==> config.mk <==
export PLATFORM = sky130hd
export DESIGN_NAME = seg_serial_ctrl
export DESIGN_NICKNAME = d
export VERILOG_FILES = /design/src/rtl/seg_serial_ctrl.sv
export SDC_FILE = /design/constraint.sdc
export NUM_CORES = 1
export LEC_CHECK = 0
export ABC_AREA = 0
export CAP_MARGIN = 20
export CORE_AREA = 4 4 137 139
export DETAILED_ROUTE_END_ITERATION = 8
export DIE_AREA = 0 0 141 143
export HOLD_SLACK_MARGIN = 0.03
export PLACE_DENSITY_LB_ADDON = 0.25
export SYNTH_ARGS = -nofsm -noshare
export SYNTH_HDL_FRONTEND = slang
export SYNTH_SLANG_ARGS = --single-unit
==> constraint.sdc <==
create_clock -name clk -period 2.56 [get_ports clk]
set_input_delay 0.256 -clock clk [delete_from_list [all_inputs] [get_ports clk]]
set_output_delay 0.256 -clock clk [all_outputs]
set_load 0.01 [all_outputs]
==> src/rtl/seg_serial_ctrl.sv <==
// Serial sequencer for the 8-digit display chain: captures a segment frame and shifts it MSB first.
// Optional build macro SEG_AUTO_REFRESH_EN adds a free-running periodic frame request.
module seg_serial_ctrl #(
    parameter int unsigned HALF_DIV = 4,
    parameter int unsigned NBITS    = 64
`ifdef SEG_AUTO_REFRESH_EN
    ,
    parameter int unsigned REFRESH  = 1048576
`endif
) (
    input  logic             clk,
    input  logic             rst_n,
    input  logic             start,
    input  logic [NBITS-1:0] seg_data,
    output logic             busy,
    output logic             done,
    output logic             seg_clk,
    output logic             seg_sout,
    output logic             seg_pen,
    output logic             seg_clrn
);

    typedef enum logic [2:0] {
        IDLE     = 3'd0,
        LOAD     = 3'd1,
        SHIFT_LO = 3'd2,
        SHIFT_HI = 3'd3,
        LATCH    = 3'd4
    } state_e;

    localparam logic [7:0] DIV_LAST = 8'(HALF_DIV - 1);
    localparam logic [5:0] LAST_BIT = 6'(NBITS - 1);

    state_e           state_r, state_n;
    logic [NBITS-1:0] shreg_r, shreg_n;
    logic [5:0]       bit_cnt_r, bit_cnt_n;
    logic [7:0]       div_r, div_n;
    logic             pending_r, pending_n;
    logic             seg_clk_r, seg_clk_n;
    logic             sout_r, sout_n;
    logic             pen_r, pen_n;
    logic             busy_r, busy_n;
    logic             done_r, done_n;
    logic             clrn_r;
    logic             req_s;

`ifdef SEG_AUTO_REFRESH_EN
    logic [31:0] refresh_r;
    logic        auto_s;

    assign auto_s = (refresh_r == 32'(REFRESH - 1));
    assign req_s  = start | auto_s;

    // Free-running refresh timer, independent of the frame state
    always_ff @(posedge clk or negedge rst_n) begin
        if (!rst_n) begin
            refresh_r <= 32'd0;
        end else if (auto_s) begin
            refresh_r <= 32'd0;
        end else begin
            refresh_r <= refresh_r + 32'd1;
        end
    end
`else
    assign req_s = start;
`endif

    // Next-state and next-output logic; outputs are registered so each value lines up with its state
    always_comb begin
        state_n   = state_r;
        shreg_n   = shreg_r;
        bit_cnt_n = bit_cnt_r;
        div_n     = div_r;
        pending_n = pending_r;
        seg_clk_n = seg_clk_r;
        sout_n    = sout_r;
        pen_n     = pen_r;
        busy_n    = busy_r;
        done_n    = 1'b0;
        case (state_r)
            IDLE: begin
                if (req_s) begin
                    state_n   = LOAD;
                    shreg_n   = seg_data;
                    sout_n    = seg_data[NBITS-1];
                    pen_n     = 1'b0;
                    busy_n    = 1'b1;
                    bit_cnt_n = 6'd0;
                    div_n     = 8'd0;
                    seg_clk_n = 1'b0;
                end else begin
                    busy_n = 1'b0;
                end
            end
            LOAD: begin
                pending_n = pending_r | req_s;
                state_n   = SHIFT_LO;
                seg_clk_n = 1'b0;
                div_n     = 8'd0;
            end
            SHIFT_LO: begin
                pending_n = pending_r | req_s;
                if (div_r == DIV_LAST) begin
                    div_n     = 8'd0;
                    seg_clk_n = 1'b1;
                    state_n   = SHIFT_HI;
                end else begin
                    div_n = div_r + 8'd1;
                end
            end
            SHIFT_HI: begin
                pending_n = pending_r | req_s;
                if (div_r == DIV_LAST) begin
                    div_n     = 8'd0;
                    seg_clk_n = 1'b0;
                    shreg_n   = {shreg_r[NBITS-2:0], 1'b0};
                    if (bit_cnt_r == LAST_BIT) begin
                        state_n = LATCH;
                        pen_n   = 1'b1;
                        done_n  = 1'b1;
                    end else begin
                        // next bit appears on the same edge seg_clk falls
                        bit_cnt_n = bit_cnt_r + 6'd1;
                        sout_n    = shreg_r[NBITS-2];
                        state_n   = SHIFT_LO;
                    end
                end else begin
                    div_n = div_r + 8'd1;
                end
            end
            LATCH: begin
                pending_n = 1'b0;
                if (pending_r | req_s) begin
                    state_n   = LOAD;
                    shreg_n   = seg_data;
                    sout_n    = seg_data[NBITS-1];
                    pen_n     = 1'b0;
                    busy_n    = 1'b1;
                    bit_cnt_n = 6'd0;
                    div_n     = 8'd0;
                end else begin
                    state_n = IDLE;
                    busy_n  = 1'b0;
                end
            end
            default: begin
                state_n   = IDLE;
                busy_n    = 1'b0;
                seg_clk_n = 1'b0;
            end
        endcase
    end

    // State, datapath and output registers
    always_ff @(posedge clk or negedge rst_n) begin
        if (!rst_n) begin
            state_r   <= IDLE;
            shreg_r   <= '0;
            bit_cnt_r <= 6'd0;
            div_r     <= 8'd0;
            pending_r <= 1'b0;
            seg_clk_r <= 1'b0;
            sout_r    <= 1'b0;
            pen_r     <= 1'b0;
            busy_r    <= 1'b0;
            done_r    <= 1'b0;
            clrn_r    <= 1'b0;
        end else begin
            state_r   <= state_n;
            shreg_r   <= shreg_n;
            bit_cnt_r <= bit_cnt_n;
            div_r     <= div_n;
            pending_r <= pending_n;
            seg_clk_r <= seg_clk_n;
            sout_r    <= sout_n;
            pen_r     <= pen_n;
            busy_r    <= busy_n;
            done_r    <= done_n;
            clrn_r    <= 1'b1;
        end
    end

    assign busy     = busy_r;
    assign done     = done_r;
    assign seg_clk  = seg_clk_r;
    assign seg_sout = sout_r;
    assign seg_pen  = pen_r;
    assign seg_clrn = clrn_r;

endmodule

* Word level (Yosys, flattened, before mapping)
Index checks and enable logic that the tools add are counted.
** Word-level totals
- Register bits :: 87
- Output and inout bits :: 6
** Cells by class
- $add $sub $neg :: 2
- Equal/unequal tests :: 12
- Mux-type cells :: 39
- Bitwise operators :: 2
- Reduce and logical (&&, ||, !) cells :: 12
** Operators with widths (number)
- $mux W63 :: 3
- $pmux W63 S3 :: 1
- $pmux W8 S4 :: 1
- $mux W6 :: 4
- $mux W8 :: 3
- $pmux W6 S3 :: 1
- $mux W1 :: 16
- $pmux W3 S5 :: 1
- $mux W3 :: 4
- $ne A2 B2 Y1 const B :: 6
- $reduce_and A5 Y1 :: 2
- $pmux W1 S3 :: 3
- $add A8 B1 Y8 const B :: 1
- $eq A8 B2 Y1 const B :: 1
- $reduce_and A4 Y1 :: 2
- $add A6 B1 Y6 const B :: 1
- $eq A3 B2 Y1 const B :: 2
- $eq A6 B6 Y1 const B :: 1
- $reduce_and A3 Y1 :: 2
- $pmux W1 S4 :: 1
- $reduce_bool A4 Y1 :: 1
- $eq A3 B1 Y1 const B :: 1
- $eq A3 B3 Y1 const B :: 1
- $logic_not A3 Y1 :: 1
- 7 further kinds :: 7

* Logic depth before layout (Yosys ltp)
Gate-level depths: netlist of the first run.
- Word-level depth :: 4
- Gate-level depth with buffers :: 8
- Gate-level depth less buffers :: 5

* Worst setup path after synthesis of the first run
Ideal clock, no wire load.
- Kind :: register -> register
- From :: register div_r[0]
- To :: register pen_r, in the netlist seg_pen
- Library setup time :: 124 ps
- Arrival :: 1710 ps
- Slack :: 726 ps
- Cell stages (with the launch flop) :: 7
- Path buffers :: 1
- Clock period less this slack :: 1834 ps
- Cells stage by stage :: dfrtp_1 > ha_1 > or4b_4 > nor2_4 > a21oi_2 > buf_6 > a211o_1
** On the way
- Longest elaborated chain between the ends :: 3
** RTL lines
- start: declaration :: line 37 : logic [7:0] div_r, div_n;
- start signal: assignment :: line 172 : div_r <= div_n;
- $eq A8 B2 Y1 :: line 113 : if (div_r == DIV_LAST) begin
- $ne A2 B2 Y1 (no source line)
- $reduce_and A5 Y1 (no source line)
- end signal: assignment :: line 176 : pen_r <= pen_n;
- end: declaration :: line 41 : logic pen_r, pen_n;
Every way passes these cells.
A chain may end at the register's enable or synchronous reset.

* Final worst setup path of the first run
Ends and elaborated chain as after synthesis.

==> flow_summary.ini, run 1 <==
[run_status]
status = complete, no violations

[yosys]
ys.flop_type = dfrtp_1
netlist_top_cells_area = dfrtp_1 51%, mux2i_1 15%, nand3_1 8.3%, o21ai_2 3.7%, o21ai_0 3.0%
synth_area_mm2 = 0.004290
syn_nets = 475
synth_edf_count = 0
yosys.area.top_type = dfrtp_1
synth_top_area_share = 0.5074
syn_inst = 406
ys_types = 43
async_flop_share = 1.000
avgSynthCellArea_um2 = 10.57
synth_warnings = 0
ys_ff_latch = 87
ys_seq_area_frac = 0.5074

[global_route]
grt-ovfl-total = 0
grt_pass1_vias = 3363
antenna_found_initial = 0
grt_max_degree = 67
grt.total_usage = 0.1097
grt_pass1_wl_um = 17640

[floorplan]
ios = 73
die_w_um = 141
start_util = 0.2430
core_area_mm2 = 0.01766
die_height_um = 143
dieArea_mm2 = 0.02016
rows = 49

[placement]
placed_area_mm2 = 0.005263
hpwl_um = 7073
portBuffers = 72
place.gp.congestion = 0.7668
dp_cells = 686

[critical_path]
r2r_start = div_r[0]$_DFFE_PN0P_
critPathCaptureType = register
cp.required_ns = 2.79
r2r_slack_ns = 0.45
crit_arrival_ns = 2.34
worst-setup-path-type = register to register
worst_r2r_path_depth = 6
critPathLaunchType = register
crit_fanout = 66
reg2reg_to = seg_pen$_DFFE_PN0P_

[finish]
final_cell_mix = 87 x dfrtp_1, 71 x clkdlybuf4s50_1, 70 x nand3_1
fin_area_mm2 = 0.005593
n_antenna_cell = 0
layout_commonest_cell = dfrtp_1
utilization = 0.3168
fin_cells = 703
area_delta_synth_final_pct = 30.36
layout.nets = 538
layout-drive-gt1-share = 0.1118

[timing]
setup_viol = 0
finalMaxSlewViolations = 0
min_period_ns = 2.111
tns_ns = 0
skew_ns = 0.009101
rsz0062_at_grt = false
hold_violations = 0
tightest_slew_ns = 0.5846
max_slew_margin = 0.6102
fmax_mhz = 473.7
timing.final.crit_share = 0.8245

[clock_network]
cts_buffer_depth = 2
cts.clk_slew.worst_paths_ns = 0.07
cts.sinks = 87
post_cts_buffers = 0
clock_latency_ns = 0.34
clockRootBuffer = clkbuf_16
numCtsBuffers = 9
htree_levels = 3
cts_tree = done

[detailed_routing]
wl_per_cell_um = 15.23
vias = 3373
vias_per_cell = 4.798
first_pass_iters = 4
antenna_left = 0
routed_wirelength_um = 10710
drt_iter0_markers = 169
drc = 0

[power]
cellPowerDensity_mw_per_mm2 = 555.6
leakage_nw = 2.283
ir_drop_mv = 0.3520
power_mw = 3.107

[flow_run]
maxCapViolCount = 0

[min_path]
hold_path.class = input port to async pin
layout make-up:
cell class / instances / area, um2
clock buffer: 9 / 225.2
clock inverter: 7 / 95.09
fill: 1816 / 12060
inverter: 5 / 18.77
multi-input combinational: 282 / 1942
sequential: 87 / 2177
tap: 229 / 286.5
timing repair buffer: 84 / 848.3
kinds of logic after synthesis:
logic type / synth area share
AOI/OAI and AO/OA: 0.1444
xor gates and xnor gates: 0.006125
adders and majority gates: 0.005832
buffers and inverters: 0.04433
DFF: 0.5074
muxes: 0.1516
other: 0.0008741
and+or+nand+nor: 0.1394
state kept, by name, indices dropped and copies added (netlist names):
name       count
done           1
seg_clrn       1
bit_cnt_r      6
pending_r      1
busy           1
seg_clk        1
shreg_r       63
seg_sout       1
state_r        3
div_r          8
seg_pen        1
worst max path at each step:
| stage | startpoint | to |
|---|---|---|
| floorplan | div_r[0]$_DFFE_PN0P_ | seg_pen$_DFFE_PN0P_ |
| global placement | div_r[0]$_DFFE_PN0P_ | seg_pen$_DFFE_PN0P_ |
| detailed placement | div_r[0]$_DFFE_PN0P_ | seg_pen$_DFFE_PN0P_ |
| CTS | div_r[0]$_DFFE_PN0P_ | seg_pen$_DFFE_PN0P_ |
| global route | div_r[0]$_DFFE_PN0P_ | seg_pen$_DFFE_PN0P_ |
| finish | div_r[0]$_DFFE_PN0P_ | seg_pen$_DFFE_PN0P_ |
synthesized netlist by cell type, types with 2 or more instances:
cell type,number
nand2b_1,4
o22a_1,3
and3_1,5
dfrtp_1,87
mux2i_1,65
o21ai_2,18
a32oi_1,2
buf_6,5
nand2_1,14
o21ai_0,26
nor3_1,5
nand4_1,2
xnor2_1,2
a22o_1,3
o21ai_1,23
nand3_1,71
a21oi_1,7
ha_1,2
a31oi_1,5
buf_1,5
buf_2,11
inv_1,5
nor2_1,5
clkbuf_1,11
a41oi_1,2
metrics by stage:
stage          hold slack, ns  setup slack, ns
3_5_place_dp           0.2513           0.4790
2_1_floorplan        -0.03959           0.7260
6_report               0.4076           0.4492
3_3_place_gp           0.2477           0.5169
4_1_cts                0.4226           0.4653
5_1_grt                0.4720           0.3558
timing repair:
item / 4_1_cts / 5_1_grt
endpoints found under the hold margin: 34 / 0
hold buffers: 1 / 0
gates resized for setup: 0 / 0
routing by layer:
metal / part of all wire / GRT usage
met5: 0 / 0
met4: 0.020 / 0.04691
met3: 0.044 / 0.02646
met2: 0.46 / 0.1686
met1: 0.48 / 0.1482
critical path, stage by stage, from the launching register on:
cell     delay, ns
dfrtp_1       0.38
ha_1          0.24
or4b_4        0.52
nor2_4        0.19
a21oi_4       0.08
buf_12        0.25
a211o_1       0.32
power breakdown:
| group | switching (mW) | internal (mW) |
|---|---|---|
| Sequential | 0.0256 | 1.42 |
| Clock | 0.572 | 0.859 |
| Combinational | 0.0902 | 0.138 |
Power figures use the tool's default switching activity.
==> run 2: changes to the inputs <==
- clock period: 2.56 -> 2.2 ns (I/O delays scaled with it)
==> flow_summary.ini, run 2 (synthesis gave the netlist of run 1 again) <==
[run_status]
status = complete, no violations

[detailed_routing]
antenna_left = 0
wl_per_cell_um = 15.56
vias_per_cell = 4.649
drc = 0
drt_iter0_markers = 157
first_pass_iters = 4
routed_wirelength_um = 10950
vias = 3273

[global_route]
antenna_found_initial = 0
grt.met2_usage = 0.1837
grt_pass1_wl_um = 17660
grt_busiest_layer = met2
grt_pass1_vias = 3412
met3_usage = 0.03516
grt.total_usage = 0.1122
grt_max_degree = 54
grtUsageMet1 = 0.1397
grt-ovfl-total = 0

[floorplan]
ios = 73
start_util = 0.2430
dieArea_mm2 = 0.02016
die_height_um = 143
rows = 49
core_area_mm2 = 0.01766
die_w_um = 141

[clock_network]
clockRootBuffer = clkbuf_16
htree_levels = 3
cts.clk_slew.worst_paths_ns = 0.06
clock_latency_ns = 0.35
numCtsBuffers = 9
cts_tree = done
cts_buffer_depth = 2
cts.sinks = 87

[critical_path]
critPathLaunchType = register
crit_arrival_ns = 2.33
crit_fanout = 20
worst-setup-path-type = register to register
cp.required_ns = 2.46
critPathCaptureType = register

[flow_run]
maxCapViolCount = 0

[timing]
max_slew_margin = 0.5873
skew_ns = 0.01012
setup_viol = 0
fmax_mhz = 483.1
finalMaxSlewViolations = 0
hold_violations = 0
hold_ws_ns = 0.3713
rsz0062_at_grt = false
timing.final.crit_share = 0.9409
tns_ns = 0
tightest_slew_ns = 0.6191
min_period_ns = 2.070

[power]
leakage_nw = 2.281
ir_drop_mv = 0.3860
cellPowerDensity_mw_per_mm2 = 625.1

[finish]
layout-drive-gt1-share = 0.1095
regMostFlops = shreg_r
multi_input_area_mm2 = 0.001951
layout_commonest_cell = dfrtp_1
n_antenna_cell = 0
layout.nets = 539
fillerInstances = 1830
area_delta_synth_final_pct = 30.59
final_cell_mix = 87 x dfrtp_1, 71 x clkdlybuf4s50_1, 70 x nand3_1
seq_area_mm2 = 0.002177
largestRegisters = shreg_r (63), div_r (8), bit_cnt_r (6)
largest_reg_flops = 63

[placement]
hpwl_um = 7303
portBuffers = 72
place.gp.congestion = 0.7679

[min_path]
hold_path.class = input port to async pin
==> run 2: cell count changes in the layout (fill, tap and decap cells not counted) <==
| cell | previous run | this run |
|---|---|---|
| clkbuf_1 | 0 | 2 |
| clkbuf_8 | 0 | 1 |
| clkinv_2 | 2 | 0 |
| nor4b_4 | 0 | 1 |
| nor4b_2 | 1 | 0 |
| inv_6 | 2 | 0 |
| buf_12 | 3 | 4 |
| clkinv_4 | 0 | 2 |
| bufinv_16 | 2 | 1 |
==> run 2: worst max-delay path: stages, from the launching register on <==
cell and delay (ns):
dfrtp_1 0.39, ha_1 0.28, or4b_4 0.52, nor2_4 0.19, a21oi_4 0.17, buf_4 0.25
o21ai_0 0.19
==> run 2: report_power, final <==
group / switching, mW / internal, mW / total [mW] / leakage [nW]
combinational: 0.105 / 0.160 / 0.266 / 1.02
sequential: 0.0296 / 1.66 / 1.69 / 1.12
clock: 0.635 / 0.916 / 1.55 / 0.143
total: 0.770 / 2.73 / 3.50 / 2.28
==> run 2: worst paths after layout <==
check,cells after the start,to,slack [ns],start
max in group asynchronous,3,shreg_r[41]$_DFFE_PN0P_,1.17,rst_n
setup reg to reg,6,shreg_r[20]$_DFFE_PN0P_,0.13,div_r[0]$_DFFE_PN0P_
setup / recovery,6,shreg_r[20]$_DFFE_PN0P_,0.13,div_r[0]$_DFFE_PN0P_
hold / removal,2,seg_clrn$_DFF_PN0_,0.37,rst_n
hold reg to reg,2,shreg_r[0]$_DFFE_PN0P_,0.49,shreg_r[0]$_DFFE_PN0P_
min in group clk,2,shreg_r[0]$_DFFE_PN0P_,0.49,shreg_r[0]$_DFFE_PN0P_
==> run 2: layer usage <==
| metal | wire length (um) | vias to the layer above | part of all wire |
|---|---|---|---|
| met5 | 0 | - | 0 |
| met4 | 167 | 0 | 0.015 |
| met3 | 556 | 12 | 0.051 |
| met2 | 5319 | 72 | 0.49 |
| met1 | 4908 | 1580 | 0.45 |
| li1 | - | 1609 | - |
==> run 2: per-stage QoR <==
step / setup WS (ns) / area [um2] / instances / power [mW] / utilization
final: 0.1301 / 5603 / 704 / 3.502 / 0.3173
after floorplan: 0.3660 / 4290 / 406 / 1.795 / -
after global routing: 0.01805 / 5603 / 704 / 3.676 / 0.3173
after global placement: 0.2118 / 5283 / 687 / 1.980 / 0.2992
after CTS: 0.1502 / 5594 / 704 / 3.577 / 0.3168
after detailed placement: 0.1630 / 5283 / 687 / 1.986 / 0.2992
==> run 2: cell type report <==
class,count,share of cell area
tap,229,0.05114
inverter,5,0.003350
timing repair buffer,85,0.1550
clock buffer,12,0.04399
multi-input combinational,282,0.3481
clock inverter,4,0.009826
sequential,87,0.3886
==> run 2: timing repair <==
| action | 4_1_cts | 5_1_grt |
|---|---|---|
| endpoints found under the setup margin | 0 | 1 |
| hold endpoints to repair | 34 | 0 |
| setup buffers | 0 | 0 |
| hold buffers | 1 | 0 |
| gates resized for setup | 0 | 1 |
==> run 3: changes to the inputs <==
- clock period: 2.2 -> 1.9 ns (I/O delays scaled with it)
==> flow_summary.ini, run 3 (synthesis gave the netlist of run 1 again) <==
[run_status]
status = complete, no violations

[critical_path]
worst-setup-path-type = register to register
critPathCapture = seg_sout$_DFFE_PN0P_
critPathSlowestCell = or4b_4
worst_r2r_path_depth = 6
r2r_start = div_r[0]$_DFFE_PN0P_
crit_chain = ha_4 -> or4b_4 -> nor2_4 -> a21oi_4 -> buf_4 -> o22a_1
cp.required_ns = 2.13
crit_arrival_ns = 2.13
path_buf_inv = 1
reg2reg_to = seg_sout$_DFFE_PN0P_
critPathCaptureType = register
slowest_delay_ns = 0.49
r2r_slack_ns = 0.004
crit_start = div_r[0]$_DFFE_PN0P_
critPathLaunchType = register
critPathTopFamily = simple AND/OR/NAND/NOR gates
crit_fanout = 5
cp.depth = 6

[timing]
max_slew_margin = 0.6667
min_period_ns = 1.896
tns_ns = 0
finalWorstSetupSlack_ns = 0.004112
timing.final.crit_share = 0.9978
hold_violations = 0
finalMaxSlewViolations = 0
hold_ws_ns = 0.3503
fmax_mhz = 527.5
rsz0062_at_grt = true
tightest_slew_ns = 0.5000
setup_viol = 0
skew_ns = 0.007302

[finish]
largest_reg_flops = 63
largestRegisters = shreg_r (63), div_r (8), bit_cnt_r (6)
layout-drive-gt1-share = 0.1612
n_antenna_cell = 0
layout_commonest_cell = dfrtp_1
fin_cells = 719
area_delta_synth_final_pct = 35.93
final_cell_mix = 87 x dfrtp_1, 71 x clkdlybuf4s50_1, 70 x nand3_1
fin_area_mm2 = 0.005832
layout.nets = 554
regMostFlops = shreg_r

[floorplan]
core_area_mm2 = 0.01766
ios = 73
dieArea_mm2 = 0.02016
rows = 49
die_height_um = 143
die_w_um = 141
start_util = 0.2430

[clock_network]
htree_levels = 3
cts.clk_slew.worst_paths_ns = 0.06
clock_latency_ns = 0.34
numCtsBuffers = 9
cts_tree = done
cts_buffer_depth = 2
cts.sinks = 87
clockRootBuffer = clkbuf_16

[power]
p_comb_frac = 0.079
switchingPower_uw = 881.2
leakage_nw = 2.386
p_int_mw = 3.135
ir_drop_mv = 0.4396
cellPowerDensity_mw_per_mm2 = 688.6
switching_share = 0.2194
p_seq_frac = 0.486
clock_power_share = 0.435

[placement]
dp_cells = 698
placed_area_mm2 = 0.005415
hpwl_um = 7619
place.gp.congestion = 0.7896
portBuffers = 72
pre_cts_ws_ns = -0.002255

[detailed_routing]
vias = 3399
antenna_left = 0
drc = 0
wl_per_cell_um = 15.49
routed_wirelength_um = 11140
first_pass_iters = 4
drt_iter0_markers = 143
vias_per_cell = 4.727

[global_route]
grt_max_degree = 53
grt-ovfl-total = 0
grt.total_usage = 0.1120
antenna_found_initial = 0
grt_pass1_wl_um = 18000
grt_pass1_vias = 3472

[min_path]
hold_path.class = input port to async pin

[flow_run]
maxCapViolCount = 0
==> run 3: metal layers <==
layer | wire, um | track usage | part of all wire | up-vias
li1 | - | - | - | 1648
met1 | 5298 | 0.1523 | 0.48 | 1683
met2 | 5252 | 0.1764 | 0.47 | 56
met3 | 416 | 0.02277 | 0.037 | 12
met4 | 170 | 0.04335 | 0.015 | 0
met5 | 0 | 0 | 0 | -
==> run 3: per-stage QoR <==
step | total power [mW] | util
finish | 4.016 | 0.3303
global route | 4.208 | 0.3303
CTS | 4.098 | 0.3247
detailed placement | 2.300 | 0.3067
global placement | 2.291 | 0.3067
floorplan | 2.079 | -
==> run 3: cell type report <==
cell class              instances  area, um2
flip-flops and latches         87       2177
inverters                       5      18.77
clock inverters                 2      12.51
fillers                      1818      11830
multi-input cells             283       2012
clock buffers                  14      284.0
well taps                     229      286.5
repair buffers                 99       1041
==> run 3: power by group through the flow <==
| stage | Sequential [mW] | Clock (mW) | Combinational, mW |
|---|---|---|---|
| after global placement | 1.98 | 0 | 0.308 |
| after floorplan | 1.98 | 0 | 0.101 |
| after detailed placement | 1.99 | 0 | 0.313 |
| after global routing | 1.96 | 1.90 | 0.351 |
| after CTS | 1.95 | 1.83 | 0.316 |
| final | 1.95 | 1.75 | 0.315 |
==> run 3: repair_timing <==
action                                  4_1_cts  5_1_grt
resized for setup                             2       32
endpoints found under the hold margin        35        0
pin swaps                                     0        1
hold buffers                                  1        0
setup buffers                                 0        2
endpoints found under the setup margin       31       52
cloned                                        0        2
==> run 3: worst min path at each step <==
| stage | from | to | slack (ns) | cells past startpoint |
|---|---|---|---|---|
| 2_1_floorplan | rst_n | bit_cnt_r[0]$_DFFE_PN0P_ | -0.11 | 0 |
| 3_3_place_gp | rst_n | seg_clrn$_DFF_PN0_ | 0.18 | 1 |
| 3_5_place_dp | rst_n | seg_clrn$_DFF_PN0_ | 0.20 | 1 |
| 4_1_cts | rst_n | div_r[0]$_DFFE_PN0P_ | 0.37 | 2 |
| 5_1_grt | rst_n | div_r[0]$_DFFE_PN0P_ | 0.41 | 2 |
| 6_report | rst_n | seg_clrn$_DFF_PN0_ | 0.35 | 2 |
